## config.mk

```make
export PLATFORM = sky130hd
export DESIGN_NAME = fifo_pop_serializer
export DESIGN_NICKNAME = d
export VERILOG_FILES = /design/src/rtl/fifo_pop_serializer_pkg.sv /design/src/rtl/fifo_pop_serializer_baud_tick_counter.sv /design/src/rtl/fifo_pop_serializer.sv
export SDC_FILE = /design/constraint.sdc
export NUM_CORES = 1
export LEC_CHECK = 0
export BUFFER_PORTS_ARGS = -buffer_cell sky130_fd_sc_hd__clkbuf_2
export CAP_MARGIN = 20
export CORE_ASPECT_RATIO = 1.25
export CORE_UTILIZATION = 47
export DETAILED_ROUTE_END_ITERATION = 7
export PLACE_DENSITY = 0.64
export SYNTH_ARGS = -nofsm -noshare
export SYNTH_HDL_FRONTEND = slang
export SYNTH_HIERARCHICAL = 1
export SYNTH_SLANG_ARGS = --single-unit
export TNS_END_PERCENT = 10
```

## constraint.sdc

```tcl
create_clock -name clk -period 2.55 [get_ports clk]
set_input_delay 0.1275 -clock clk [delete_from_list [all_inputs] [get_ports clk]]
set_output_delay 0.1275 -clock clk [all_outputs]
set_load 0.005 [all_outputs]
```

## src/rtl/fifo_pop_serializer_pkg.sv

```systemverilog
// Shared types and helpers for the FIFO pop-side serializer.
package fifo_serial_pkg;

  typedef enum logic [2:0] {
    IDLE,
    START,
    DATA,
    PARITY,
    STOP
  } state_t;

  // Smallest r with 2**r >= value; constant-evaluated for register widths.
  function automatic int CeilLog2(input int value);
    int r;
    r = 0;
    for (int i = 0; i < 31; i++) begin
      if ((1 << i) < value) r = i + 1;
    end
    return r;
  endfunction

endpackage

```

## src/rtl/fifo_pop_serializer_baud_tick_counter.sv

```systemverilog
// Bit-period timer: counts 0..BAUD_DIV-1 while enabled and flags the last cycle of each bit.
module baud_tick_counter
  import fifo_serial_pkg::*;
#(
  parameter int BAUD_DIV = 4
) (
  input  logic clk,
  input  logic reset,
  input  logic clear,
  input  logic enable,
  output logic tick
);

  localparam int CW = (CeilLog2(BAUD_DIV) < 1) ? 1 : CeilLog2(BAUD_DIV);
  localparam logic [CW-1:0] LAST = CW'(BAUD_DIV - 1);

  logic [CW-1:0] r_count;

  always_ff @(posedge clk or posedge reset) begin
    if (reset) begin
      r_count <= '0;
    end else if (clear) begin
      r_count <= '0;
    end else if (enable) begin
      r_count <= (r_count == LAST) ? '0 : r_count + CW'(1);
    end
  end

  assign tick = enable && (r_count == LAST);

endmodule

```

## src/rtl/fifo_pop_serializer.sv

```systemverilog
// Drains a show-ahead FIFO and sends each word as a start/data/[parity]/stop serial frame.
module fifo_pop_serializer
  import fifo_serial_pkg::*;
#(
  parameter int WORDLENGHT = 8,
  parameter int BAUD_DIV   = 4,
  parameter int PARITY_EN  = 0
) (
  input  logic                  clk,
  input  logic                  reset,
  input  logic                  synch_rst,
  input  logic                  enable,
  input  logic                  fifo_empty,
  input  logic [WORDLENGHT-1:0] fifo_data,
  output logic                  fifo_pop,
  output logic                  serial_out,
  output logic                  busy,
  output logic                  word_done
);

  localparam int BW = CeilLog2(WORDLENGHT) + 1;
  localparam logic [BW-1:0] LAST_BIT = BW'(WORDLENGHT - 1);

  state_t                r_state;
  logic [WORDLENGHT-1:0] r_shift;
  logic [BW-1:0]         r_bit_cnt;
  logic                  r_parity;
  logic                  r_serial_out;
  logic                  r_fifo_pop;
  logic                  r_busy;
  logic                  r_word_done;

  logic                  w_tick;
  logic                  w_load;
  logic [WORDLENGHT-1:0] w_shift_next;

  // A new word is taken only from IDLE or on the very last STOP cycle.
  assign w_load       = enable && !fifo_empty &&
                        ((r_state == IDLE) || ((r_state == STOP) && w_tick));
  assign w_shift_next = r_shift >> 1;

  baud_tick_counter #(
    .BAUD_DIV(BAUD_DIV)
  ) u_baud (
    .clk    (clk),
    .reset  (reset),
    .clear  (synch_rst || w_load),
    .enable (r_state != IDLE),
    .tick   (w_tick)
  );

  // Outputs are registered, so each transition loads the value of the state being entered.
  always_ff @(posedge clk or posedge reset) begin
    if (reset) begin
      r_state      <= IDLE;
      r_shift      <= '0;
      r_bit_cnt    <= '0;
      r_parity     <= 1'b0;
      r_serial_out <= 1'b1;
      r_fifo_pop   <= 1'b0;
      r_busy       <= 1'b0;
      r_word_done  <= 1'b0;
    end else if (synch_rst) begin
      r_state      <= IDLE;
      r_shift      <= '0;
      r_bit_cnt    <= '0;
      r_parity     <= 1'b0;
      r_serial_out <= 1'b1;
      r_fifo_pop   <= 1'b0;
      r_busy       <= 1'b0;
      r_word_done  <= 1'b0;
    end else begin
      r_fifo_pop  <= 1'b0;
      r_word_done <= 1'b0;
      if (w_load) begin
        r_shift      <= fifo_data;
        r_parity     <= ^fifo_data;
        r_bit_cnt    <= '0;
        r_state      <= START;
        r_fifo_pop   <= 1'b1;
        r_serial_out <= 1'b0;
        r_busy       <= 1'b1;
        r_word_done  <= (r_state == STOP);
      end else if (w_tick) begin
        case (r_state)
          START: begin
            r_state      <= DATA;
            r_serial_out <= r_shift[0];
          end
          DATA: begin
            r_shift <= w_shift_next;
            if (r_bit_cnt == LAST_BIT) begin
              r_bit_cnt <= '0;
              if (PARITY_EN != 0) begin
                r_state      <= PARITY;
                r_serial_out <= r_parity;
              end else begin
                r_state      <= STOP;
                r_serial_out <= 1'b1;
              end
            end else begin
              r_bit_cnt    <= r_bit_cnt + BW'(1);
              r_serial_out <= w_shift_next[0];
            end
          end
          PARITY: begin
            r_state      <= STOP;
            r_serial_out <= 1'b1;
          end
          STOP: begin
            r_state      <= IDLE;
            r_serial_out <= 1'b1;
            r_busy       <= 1'b0;
            r_word_done  <= 1'b1;
          end
          default: begin
            r_state      <= IDLE;
            r_serial_out <= 1'b1;
            r_busy       <= 1'b0;
          end
        endcase
      end
    end
  end

  assign fifo_pop   = r_fifo_pop;
  assign serial_out = r_serial_out;
  assign busy       = r_busy;
  assign word_done  = r_word_done;

endmodule
```

== Word-level counts from Yosys, hierarchy flattened ==
Cells that the tools add are included.

* Input port bits: 13
* Memory bits (writable): 0
* ROM bits: 0
* Memories: 0
* Register bits after elaboration: 21
* Latch bits: 0
* Word-level logic and storage cells: 66
* Output and inout bits: 4

* Muxes and demuxes: 32
* Equal/unequal tests: 8
* Reduce and logical (&&, ||, !) cells: 16
* Bitwise logic cells: 0
* Add/sub/neg operators: 2
* Magnitude comparators: 0
* Shift operators: 0
* $mul: 0
* Div/mod/pow operators: 0

{| class="wikitable"
|+ Operators with widths
! operator !! count
|-
| two-way mux 8 bit || 4
|-
| two-way mux 4 bit || 5
|-
| two-way mux 1 bit || 14
|-
| two-way mux 3 bit || 4
|-
| one-hot mux 3 bit (3 select lines) || 1
|-
| nonzero test 3 bit || 3
|-
| equality test 3 x 2 -> 1 bit, second input constant || 2
|-
| two-way mux 2 bit || 3
|-
| AND reduction 2 bit || 3
|-
| adder 4 x 1 -> 4 bit, second input constant || 1
|-
| equality test 4 x 3 -> 1 bit, second input constant || 1
|-
| logical AND 1 bit || 4
|-
| inequality test 4 bit, second input constant || 1
|-
| equality test 3 x 1 -> 1 bit, second input constant || 1
|-
| equality test 3 bit, second input constant || 1
|-
| logical NOT 3 bit || 1
|-
| inequality test 3 x 1 -> 1 bit, second input constant || 1
|-
| OR reduction 3 bit || 1
|-
| adder 2 x 1 -> 2 bit, second input constant || 1
|-
| equality test 2 bit, second input constant || 1
|-
| logical OR 1 bit || 2
|-
| one-hot mux 1 bit (2 select lines) || 1
|-
| nonzero test 2 bit || 1
|-
| logical NOT 1 bit || 1
|}

== Depth between registers and ports, before layout ==
Gate-level depths: netlist of run 1.

* Depth in word-level cells: 7
* Mapped depth: 8
* Gate-level depth less buffers: 5

== By module ==
Netlist of run 1, hierarchy kept.

{| class="wikitable"
|+ By module, submodules not included
! module !! seq. area each (um^2) !! cells each !! area an instance (um^2) !! instances
|-
| fifo_pop_serializer || 476.7 || 109 || 1024.7 || 1
|-
| baud_tick_counter || 50.0 || 10 || 110.1 || 1
|}

== Least setup slack after synthesis of run 1 ==
No wires, ideal clock.

* Kind: reg2reg
* Start point: register r_state[0]
* End point: register r_serial_out (netlist: serial_out)
* Stages on the path, launching flop included: 9
* Path buffers: 3
* Setup slack: 516 ps
* Arrival time: 1923 ps
* Library setup time: 111 ps
* Data required time: 2439 ps
* Period minus slack after synthesis: 2034 ps
* Cells stage by stage: dfrtp_1 buf_2 or3_1 and2_1 buf_2 nor2b_1 buf_2 nor2_1 o311ai_0

* Longest elaborated chain between the ends: 7
* Elaborated cells between the ends (all ways): 14
* Classes of those cells: eq/ne: 3; mux: 4; reduce/logical: 7

{| class="wikitable"
|+ RTL lines
! element !! line !! RTL
|-
| start: declaration || fifo_pop_serializer.sv:24 || <nowiki>state_t r_state;</nowiki>
|-
| start signal: assignment || fifo_pop_serializer.sv:55 || <nowiki>r_state <= IDLE;</nowiki>
|-
| start signal: assignment || fifo_pop_serializer.sv:64 || <nowiki>r_state <= IDLE;</nowiki>
|-
| start signal: assignment || fifo_pop_serializer.sv:79 || <nowiki>r_state <= START;</nowiki>
|-
| nonzero test 3 bit (*) || fifo_pop_serializer.sv:48 || <nowiki>.enable (r_state != IDLE),</nowiki>
|-
| logical AND 1 bit (*) || fifo_pop_serializer_baud_tick_counter.sv:29 || <nowiki>assign tick = enable && (r_count == LAST);</nowiki>
|-
| net w_tick || fifo_pop_serializer.sv:33 || <nowiki>logic w_tick;</nowiki>
|-
| logical AND 1 bit || fifo_pop_serializer.sv:39 || <nowiki>((r_state == IDLE) || ((r_state == STOP) && w_tick));</nowiki>
|-
| logical OR 1 bit || fifo_pop_serializer.sv:39 ||
|-
| logical AND 1 bit || fifo_pop_serializer.sv:38 || <nowiki>assign w_load = enable && !fifo_empty &&</nowiki>
|-
| two-way mux 1 bit || fifo_pop_serializer.sv:75 || <nowiki>if (w_load) begin</nowiki>
|-
| two-way mux 1 bit || fifo_pop_serializer.sv:63 || <nowiki>end else if (synch_rst) begin</nowiki>
|-
| end signal: assignment || fifo_pop_serializer.sv:88 || <nowiki>r_serial_out <= r_shift[0];</nowiki>
|-
| end signal: assignment || fifo_pop_serializer.sv:96 || <nowiki>r_serial_out <= r_parity;</nowiki>
|-
| end signal: assignment || fifo_pop_serializer.sv:103 || <nowiki>r_serial_out <= w_shift_next[0];</nowiki>
|-
| end: declaration || fifo_pop_serializer.sv:28 || <nowiki>logic r_serial_out;</nowiki>
|}

The timed path passes the listed nets; every way through them passes the cells marked *. The select of a mux whose other input is x is not followed.
A chain may end at the register's enable or synchronous reset.

== Worst setup path in the final report of run 1 ==
* Start point: register r_state[1]
* End point: register r_shift[4]

* Longest elaborated chain between the ends: 7
* Elaborated cells between the ends (all ways): 13
* Classes of those cells: eq/ne: 2; mux: 2; reduce/logical: 9

{| class="wikitable"
|+ RTL lines
! element !! line !! RTL
|-
| nonzero test 3 bit (*) || fifo_pop_serializer.sv:48 ||
|-
| logical AND 1 bit (*) || fifo_pop_serializer_baud_tick_counter.sv:29 ||
|-
| net w_tick || fifo_pop_serializer.sv:33 ||
|-
| logical AND 1 bit || fifo_pop_serializer.sv:39 ||
|-
| logical OR 1 bit || fifo_pop_serializer.sv:39 ||
|-
| logical AND 1 bit || fifo_pop_serializer.sv:38 ||
|-
| nonzero test 3 bit (no line) or two-way mux 8 bit (tied branches) || -- ||
|-
| AND reduction 2 bit (no line) or two-way mux 8 bit (tied branches) || -- ||
|-
| end signal: assignment || fifo_pop_serializer.sv:76 || <nowiki>r_shift <= fifo_data;</nowiki>
|-
| end signal: assignment || fifo_pop_serializer.sv:91 || <nowiki>r_shift <= w_shift_next;</nowiki>
|-
| end: declaration || fifo_pop_serializer.sv:25 || <nowiki>logic [WORDLENGHT-1:0] r_shift;</nowiki>
|}

The timed path passes the listed nets; every way through them passes the cells marked *.

==> results_tabular.tex, run 1 <==
\begin{tabular}{lr}
\hline
Metric & Value \\
\hline
\multicolumn{2}{l}{\textbf{Status}} \\
\quad Status & finished, final reports clean \\
\multicolumn{2}{l}{\textbf{Setup path}} \\
\quad Cells on worst reg2reg path & 6 \\
\quad CP Data Required Time & 2.76 ns \\
\quad Worst Path Buf+Inv & 1 \\
\quad Crit path DAT & 2.43 ns \\
\quad Setup slack of the most critical reg-to-reg path & 0.33 ns \\
\quad Slowest Stage Delay on Critical Path & 0.49 ns \\
\quad Instance count on the critical path & 6 \\
\quad Cells along the critical path & or3\_1 > and2\_1 > nor2b\_1 > buf\_4 > nor3\_1 > a311oi\_1 \\
\quad Largest delay share family, worst path & simple AND/OR/NAND/NOR gates \\
\quad Critical Path End Type & register \\
\quad Cell type of the slowest stage on the worst timing path & sky130\_fd\_sc\_hd\_\_dfrtp\_1 \\
\quad Element type at the critical path start & register \\
\quad Worst setup path category & reg -> reg \\
\quad Worst-path maximum fanout & 11 \\
\multicolumn{2}{l}{\textbf{Detailed routing}} \\
\quad Vias per cell & 5.61 \\
\quad Total iterations of the first detailed-routing run & 6 \\
\quad Final routed wire length divided by cell count & 13.7 microns \\
\quad DRT Wirelength & 2290 microns \\
\quad Starting DRT DRC Count & 37 \\
\quad Via Count & 937 \\
\quad ANT nets after route & 0 \\
\quad Total DRC errors in the routed layout & 0 \\
\multicolumn{2}{l}{\textbf{CTS}} \\
\quad Number of setup buffers added after CTS & 0 \\
\quad Source-to-sink clock delay at the later pin of the worst-skew pair & 0.31 ns \\
\quad Clock sink total & 21 \\
\quad Maximum number of buffers from clock root to sink & 2 \\
\quad Clock slew seen by the registers of the worst setup and hold paths & 0.12 ns \\
\quad Count of H-tree levels built during CTS & 1 \\
\quad Root buffer selected by CTS & sky130\_fd\_sc\_hd\_\_clkbuf\_4 \\
\quad Number of buffers created by CTS & 3 \\
\quad TritonCTS clock tree & built \\
\quad Post-CTS sizing & 0 \\
\multicolumn{2}{l}{\textbf{Finish}} \\
\quad Number of nets in the layout & 152 \\
\quad Share of post-route cells with drive strength above 1 & 23.5\% \\
\quad Most frequent cells in the layout & 20 x sky130\_fd\_sc\_hd\_\_dfrtp\_1, 19 x sky130\_fd\_sc\_hd\_\_nand2\_1, 16 x sky130\_fd\_sc\_hd\_\_clkbuf\_2 \\
\quad Growth of design area from synthesis to finish & 12.5\% \\
\quad Most common cell after layout, fill and taps aside & sky130\_fd\_sc\_hd\_\_dfrtp\_1 \\
\quad Antenna fix cells & 0 \\
\multicolumn{2}{l}{\textbf{STA}} \\
\quad Worst Setup Slack, final & 0.331 ns \\
\quad Relative slew slack & 51.5\% \\
\quad Share of the cycle needed by the critical path after routing & 87.0\% \\
\quad Clock skew after layout & 0.0141 ns \\
\quad RSZ-0062 raised after global routing & false \\
\quad Fmax & 451 MHz \\
\quad Final setup violating endpoints & 0 \\
\quad Pins Over Slew Limit & 0 \\
\quad Final total negative setup slack & 0 ns \\
\quad Final Hold Vio Count & 0 \\
\quad Post-route minimum period & 2.22 ns \\
\quad Slew at the pin closest to its max-slew limit & 0.727 ns \\
\multicolumn{2}{l}{\textbf{Power and ir drop}} \\
\quad Cell area power density & 461 mW/mm\^{}2 \\
\quad Max IR drop VDD & 0.395 mV \\
\quad Static power due to leakage & 0.561 nW \\
\multicolumn{2}{l}{\textbf{Synth}} \\
\quad Most area-hungry cell type in the Yosys netlist & sky130\_fd\_sc\_hd\_\_dfrtp\_1 \\
\quad EDFF count, synth & 0 \\
\quad Dominant cells by area after synthesis & sky130\_fd\_sc\_hd\_\_dfrtp\_1 44\%, sky130\_fd\_sc\_hd\_\_nand2\_1 6.3\%, sky130\_fd\_sc\_hd\_\_a311oi\_1 5.4\% \\
\quad Synthesized netlist net count & 134 \\
\quad Number of warnings printed during yosys synthesis & 6 \\
\quad Number of library cell types mapped by synthesis & 39 \\
\quad Post-synth top area share & 44.1\% \\
\quad Post-synthesis area per instance & 9.54 sq um \\
\quad Fraction of synthesis flops using an asynchronous set or reset pin & 100\% \\
\quad Flip-flop cell with the highest count after synthesis & sky130\_fd\_sc\_hd\_\_dfrtp\_1 \\
\quad Sequential cell area fraction in the yosys report & 46.4\% \\
\quad Post-Syn Area & 0.00113 sq mm \\
\quad Number of cells produced by synthesis & 119 \\
\quad Synth Register Bits & 21 \\
\multicolumn{2}{l}{\textbf{Global route}} \\
\quad Initial antenna violation count & 0 \\
\quad Number of global-route vias before repair & 954 \\
\quad Sum of overflow across all layers after global routing & 0 \\
\quad Maximum number of pins on one net before global-route repair & 20 \\
\quad All-layer global routing usage & 20.8\% \\
\quad Global-route wire length before repair & 4090 microns \\
\multicolumn{2}{l}{\textbf{Die}} \\
\quad Vert. Die Dim & 56.9 microns \\
\quad I/O Pins & 17 \\
\quad Placeable Area & 0.00223 sq mm \\
\quad Row count & 19 \\
\quad Initial core utilization & 50.8\% \\
\quad Area of the die & 0.00262 sq mm \\
\quad Die width & 46.0 microns \\
\multicolumn{2}{l}{\textbf{Job}} \\
\quad Max-Cap Viols & 0 \\
\multicolumn{2}{l}{\textbf{Placement}} \\
\quad Global placement routability congestion & 0.847 \\
\quad IO buf count & 16 \\
\quad Detailed placement HPWL & 1640 microns \\
\quad Worst-case setup slack after placement & 0.393 ns \\
\multicolumn{2}{l}{\textbf{Min path}} \\
\quad Type of the worst min-delay path & in -> reg \\
\quad Number of instances on the worst hold path & 3 \\
\hline
\end{tabular}
## synth_stat cells (2+ instances only)
| cell type | number |
|---|---|
| sky130_fd_sc_hd__a21oi_1 | 8 |
| sky130_fd_sc_hd__a311oi_1 | 7 |
| sky130_fd_sc_hd__buf_2 | 5 |
| sky130_fd_sc_hd__buf_6 | 2 |
| sky130_fd_sc_hd__clkbuf_1 | 2 |
| sky130_fd_sc_hd__dfrtp_1 | 20 |
| sky130_fd_sc_hd__ha_1 | 2 |
| sky130_fd_sc_hd__inv_1 | 6 |
| sky130_fd_sc_hd__nand2_1 | 19 |
| sky130_fd_sc_hd__nand2b_1 | 4 |
| sky130_fd_sc_hd__nor2_1 | 4 |
| sky130_fd_sc_hd__nor3_1 | 8 |
| sky130_fd_sc_hd__o211ai_1 | 2 |
| sky130_fd_sc_hd__o21ai_0 | 3 |
| sky130_fd_sc_hd__or3_1 | 2 |
| sky130_fd_sc_hd__or3b_1 | 2 |
## metal layers
metal | vias to the layer above | wire, microns | track usage, %
li1 | 463 | - | -
met1 | 455 | 1060 | 29.2
met2 | 15 | 1160 | 33.6
met3 | 4 | 43 | 1.90
met4 | 0 | 30 | 6.30
met5 | - | 0 | 0
## layout make-up
class / count / area [sq um]
Inverter: 6 / 22.5
Clock buffer: 4 / 26.3
Timing Repair Buffer: 23 / 135
Tap cell: 31 / 38.8
Fill cell: 213 / 958
Multi-Input combinational cell: 82 / 527
Sequential cell: 21 / 527
## registers in the layout, indices dropped and copies added, names as in the netlist
register / count
busy: 1
r_state: 3
r_bit_cnt: 4
fifo_pop: 1
serial_out: 1
word_done: 1
u_baud/r_count: 2
r_shift: 8
## kinds of logic (layout without fill, tap and decap cells)
family          count (synthesis)  in the layout  share of synthesized area [%]
simple gates                   50             50                           24.6
compound gates                 29             29                           18.7
flops                          21             21                           46.4
buf+inv                        16             33                           7.17
fa+ha+maj                       2              2                           2.20
mux                             1              1                          0.882
## final timing paths
check	start	to
worst max-delay path	r_state[1]	r_shift[4]
worst min-delay path	fifo_data[7]	r_shift[7]
worst max register to register	r_state[1]	r_shift[4]
worst min register to register	busy	busy
max in group asynchronous	reset	word_done
min in group asynchronous	reset	u_baud/r_count[1]
## power breakdown
group | switching [mW] | internal (mW)
clock network | 0.102 | 0.0610
registers | 0.00863 | 0.348
logic | 0.0379 | 0.0308
total | 0.149 | 0.440
## per-stage QoR
step | hold WS, ns | cell area (sq um) | total power, mW | utilization (%) | std cells
3_3_place_gp | -0.0255 | 1240 | 0.429 | 55.5 | 162
5_1_grt | 0.133 | 1280 | 0.613 | 57.1 | 167
4_1_cts | 0.128 | 1280 | 0.594 | 57.1 | 167
3_5_place_dp | -0.0223 | 1240 | 0.432 | 55.5 | 162
2_1_floorplan | -0.131 | 1130 | 0.408 | - | 119
6_report | 0.128 | 1280 | 0.588 | 57.1 | 167
## worst reg2reg max path, delay by kind of cell, from the launching register on
kind            cells  cell delay, ns
compound gates      1            0.27
simple gates        4            1.12
flops               1            0.49
buf+inv             1            0.23
## what timing repair did
item	CTS	global route
endpoints found under the hold margin	20	0
hold buffers	1	0
setup endpoints to repair	0	0
No activity file was read; power rests on OpenSTA's default activity.
==> run 2, diff against run 1 <==
SYNTH_HIERARCHICAL = unset   (was 1)
==> run 2 against run 1 <==
  * Sequential power about the same
  * Non-clock buffer count down 3
  * Register-to-register slack better by 0.28 ns
  * First-iteration DRC count down 2.7%
  * Wire length down 3.8%
  * Critical path depth down 3
  * Clock skew down 0.0085 ns
  * Design area down 5.3%
  * Core utilization down 1.8 points
  * Clock-buffer cell count unchanged
  * Synthesized cell count down 3.4%
  * Cell count down 4.8%
  * Highest routed layer unchanged
==> results_tabular.tex, run 2 <==
\begin{tabular}{lr}
\hline
Metric & Value \\
\hline
\multicolumn{2}{l}{\textbf{Status}} \\
\quad Status & finished, final reports clean \\
\multicolumn{2}{l}{\textbf{Die}} \\
\quad I/O Pins & 17 (unchanged) \\
\quad Row count & 19 (unchanged) \\
\quad Vert. Die Dim & 55.8 microns (-2.0\%) \\
\quad Area of the die & 0.00251 sq mm (-4.0\%) \\
\quad Die width & 45.0 microns (-2.0\%) \\
\quad Initial core utilization & 49.7\% (-1.1 points) \\
\quad Placeable Area & 0.00219 sq mm (-2.1\%) \\
\multicolumn{2}{l}{\textbf{Min path}} \\
\quad Type of the worst min-delay path & in -> reg \\
\quad Startpoint of the tightest hold check path & fifo\_data[7] \\
\quad Number of instances on the worst hold path & 3 (unchanged) \\
\quad Endpoint, Worst Hold & r\_shift[7] \\
\multicolumn{2}{l}{\textbf{Global route}} \\
\quad Met3 track demand over resource & 1.95\% (+0.049 points) \\
\quad Met1 global-route usage & 31.4\% (+2.2 points) \\
\quad Most used routing layer in global routing & met1 \\
\quad Number of global-route vias before repair & 873 (-8.5\%) \\
\quad Global-route met2 utilization & 30.6\% (-3.0 points) \\
\quad Global-route wire length before repair & 3920 microns (-4.2\%) \\
\quad All-layer global routing usage & 21.4\% (+0.59 points) \\
\quad Maximum number of pins on one net before global-route repair & 22 (+10\%) \\
\quad Sum of overflow across all layers after global routing & 0 (unchanged) \\
\quad Initial antenna violation count & 0 (unchanged) \\
\multicolumn{2}{l}{\textbf{CTS}} \\
\quad Count of H-tree levels built during CTS & 1 (unchanged) \\
\quad Source-to-sink clock delay at the later pin of the worst-skew pair & 0.31 ns (about the same) \\
\quad Number of setup buffers added after CTS & 0 (unchanged) \\
\quad Maximum number of buffers from clock root to sink & 2 (unchanged) \\
\quad Clock sink total & 21 (unchanged) \\
\quad Root buffer selected by CTS & sky130\_fd\_sc\_hd\_\_clkbuf\_4 \\
\quad Clock slew seen by the registers of the worst setup and hold paths & 0.12 ns (about the same) \\
\quad TritonCTS clock tree & built \\
\quad Post-CTS sizing & 0 (unchanged) \\
\quad Hold-fix buffer count after cts & 1 (unchanged) \\
\quad Number of buffers created by CTS & 3 (unchanged) \\
\multicolumn{2}{l}{\textbf{Power and ir drop}} \\
\quad Max IR drop VDD & 0.422 mV (+6.6\%) \\
\quad Static power due to leakage & 0.546 nW (-2.7\%) \\
\quad Cell area power density & 480 mW/mm\^{}2 (+4.1\%) \\
\multicolumn{2}{l}{\textbf{Synth}} \\
\quad EDFF count, synth & 0 (unchanged) \\
\quad Post-synthesis area per instance & 9.45 sq um (-0.86\%) \\
\quad Number of cells produced by synthesis & 115 (-3.4\%) \\
\quad Fraction of synthesis flops using an asynchronous set or reset pin & 100\% (unchanged) \\
\quad Synth Register Bits & 21 (unchanged) \\
\quad Number of warnings printed during yosys synthesis & 0 (-6) \\
\quad Most area-hungry cell type in the Yosys netlist & sky130\_fd\_sc\_hd\_\_dfrtp\_1 \\
\quad Synthesized netlist net count & 130 (-3.0\%) \\
\quad Flip-flop cell with the highest count after synthesis & sky130\_fd\_sc\_hd\_\_dfrtp\_1 \\
\quad Sequential cell area fraction in the yosys report & 48.4\% (+2.0 points) \\
\quad Number of library cell types mapped by synthesis & 37 (-5.1\%) \\
\quad Post-Syn Area & 0.00109 sq mm (-4.2\%) \\
\quad Dominant cells by area after synthesis & sky130\_fd\_sc\_hd\_\_dfrtp\_1 46\%, sky130\_fd\_sc\_hd\_\_nand2\_1 6.9\%, sky130\_fd\_sc\_hd\_\_a311oi\_1 5.6\% \\
\quad Post-synth top area share & 46.0\% (+1.9 points) \\
\quad Top post-synthesis cells by count & 20 x sky130\_fd\_sc\_hd\_\_dfrtp\_1, 20 x sky130\_fd\_sc\_hd\_\_nand2\_1, 10 x sky130\_fd\_sc\_hd\_\_a21oi\_1 \\
\multicolumn{2}{l}{\textbf{STA}} \\
\quad Clock skew after layout & 0.00557 ns (-0.00853 ns) \\
\quad Worst Setup Slack, final & 0.608 ns (+0.277 ns) \\
\quad Final setup violating endpoints & 0 (unchanged) \\
\quad Post-route minimum period & 1.94 ns (-0.277 ns) \\
\quad Final Hold Vio Count & 0 (unchanged) \\
\quad RSZ-0062 raised after global routing & false \\
\quad Relative slew slack & 46.4\% (-5.1 points) \\
\quad Share of the cycle needed by the critical path after routing & 76.1\% (-11 points) \\
\quad Pins Over Slew Limit & 0 (unchanged) \\
\quad Fmax & 515 MHz (+14\%) \\
\quad Final total negative setup slack & 0 ns (unchanged) \\
\quad Slew at the pin closest to its max-slew limit & 0.803 ns (+0.0767 ns) \\
\multicolumn{2}{l}{\textbf{Setup path}} \\
\quad Cells along the critical path & or4b\_4 > nand2b\_1 > a311oi\_1 \\
\quad Cell type of the slowest stage on the worst timing path & sky130\_fd\_sc\_hd\_\_or4b\_4 \\
\quad Setup slack of the most critical reg-to-reg path & 0.61 ns (+0.28 ns) \\
\quad Cells on worst reg2reg path & 3 (-3) \\
\quad Critical Path End Type & register \\
\quad Crit path DAT & 2.15 ns (-0.28 ns) \\
\quad Worst-path maximum fanout & 11 (unchanged) \\
\quad CP Data Required Time & 2.76 ns (about the same) \\
\quad End of the worst register-to-register path & r\_shift[1] \\
\quad Worst Path Buf+Inv & 0 (-1) \\
\quad Critical register-to-register path startpoint & r\_state[1] \\
\quad Slowest Stage Delay on Critical Path & 0.63 ns (+0.14 ns) \\
\quad Largest delay share family, worst path & simple AND/OR/NAND/NOR gates \\
\quad Worst setup path category & reg -> reg \\
\quad Element type at the critical path start & register \\
\multicolumn{2}{l}{\textbf{Detailed routing}} \\
\quad Via Count & 904 (-3.5\%) \\
\quad ANT nets after route & 0 (unchanged) \\
\quad Total iterations of the first detailed-routing run & 4 (-2) \\
\quad Total DRC errors in the routed layout & 0 (unchanged) \\
\quad Vias per cell & 5.69 (+1.3\%) \\
\quad DRT Wirelength & 2200 microns (-3.8\%) \\
\quad Starting DRT DRC Count & 36 (-2.7\%) \\
\quad Final routed wire length divided by cell count & 13.9 microns (+1.0\%) \\
\multicolumn{2}{l}{\textbf{Placement}} \\
\quad Detailed placement HPWL & 1530 microns (-7.0\%) \\
\quad Global placement routability congestion & 0.816 (-3.6\%) \\
\quad Worst-case setup slack after placement & 0.624 ns (+0.231 ns) \\
\quad IO buf count & 16 (unchanged) \\
\multicolumn{2}{l}{\textbf{Finish}} \\
\quad Number of nets in the layout & 144 (-5.3\%) \\
\quad Antenna fix cells & 0 (unchanged) \\
\quad Growth of design area from synthesis to finish & 11.2\% \\
\quad Most frequent cells in the layout & 20 x sky130\_fd\_sc\_hd\_\_nand2\_1, 20 x sky130\_fd\_sc\_hd\_\_dfrtp\_1, 16 x sky130\_fd\_sc\_hd\_\_clkbuf\_2 \\
\quad Flip-flop count of the largest register, all copies and words added & 8 (unchanged) \\
\quad Registers with the most flip-flops & r\_shift: 8 flops, r\_bit\_cnt: 4 flops, r\_state: 3 flops \\
\quad Register name with the most flops & r\_shift \\
\quad Share of post-route cells with drive strength above 1 & 19.5\% (-4.0 points) \\
\multicolumn{2}{l}{\textbf{Job}} \\
\quad Max-Cap Viols & 0 (unchanged) \\
\hline
\end{tabular}
## run 2: area by class of cell
class                           count  area [sq um]
Tap cell                           31          38.8
Sequential cell                    21           527
Timing Repair Buffer               20           113
Fill cell                         212           978
Multi-Input combinational cell     79           489
Clock buffer                        4          26.3
Inverter                            4          15.0
## run 2: report_power, final
group	leakage, nW	switching, mW	internal, mW
sequential	0.283	0.0108	0.348
clock	0.0150	0.102	0.0610
combinational	0.248	0.0324	0.0255
## run 2: cell families after synthesis
logic type | count (synthesis) | share of synthesized area (%)
DFF | 21 | 48.4
buffers and inverters | 15 | 6.56
and+or+nand+nor | 49 | 24.9
adders and majority gates | 2 | 2.30
AOI/OAI and AO/OA | 27 | 16.9
muxes | 1 | 0.921
## run 2: worst max-delay path by stage
stage	slack, ns	cells past startpoint	startpoint	endpoint
after global routing	0.40	3	r_state[1]	r_shift[6]
after detailed placement	0.62	3	r_state[1]	r_shift[2]
after global placement	0.73	3	r_state[1]	r_shift[6]
after floorplan	1.02	4	r_state[1]	r_shift[7]
after CTS	0.62	3	r_state[1]	r_shift[6]
final	0.61	3	r_state[1]	r_shift[1]
## run 2: stage by stage
stage	std cells	hold slack, ns	utilization [%]	power [mW]	cell area [sq um]
2_1_floorplan	115	0.103	-	0.403	1090
3_3_place_gp	154	0.295	53.6	0.420	1170
3_5_place_dp	154	0.310	53.6	0.423	1170
4_1_cts	159	0.121	55.3	0.586	1210
5_1_grt	159	0.122	55.3	0.612	1210
6_report	159	0.122	55.3	0.580	1210
## run 2: worst min-delay path: cells and delay by family
kind	cells	cell delay, ns
buf+inv	1	0.07
simple gates	1	0.14
compound gates	1	0.05
## run 2: layer usage
layer	vias to the layer above	routed length, microns
li1	444	-
met1	436	1020
met2	20	1070
met3	4	72
met4	0	46
met5	-	0
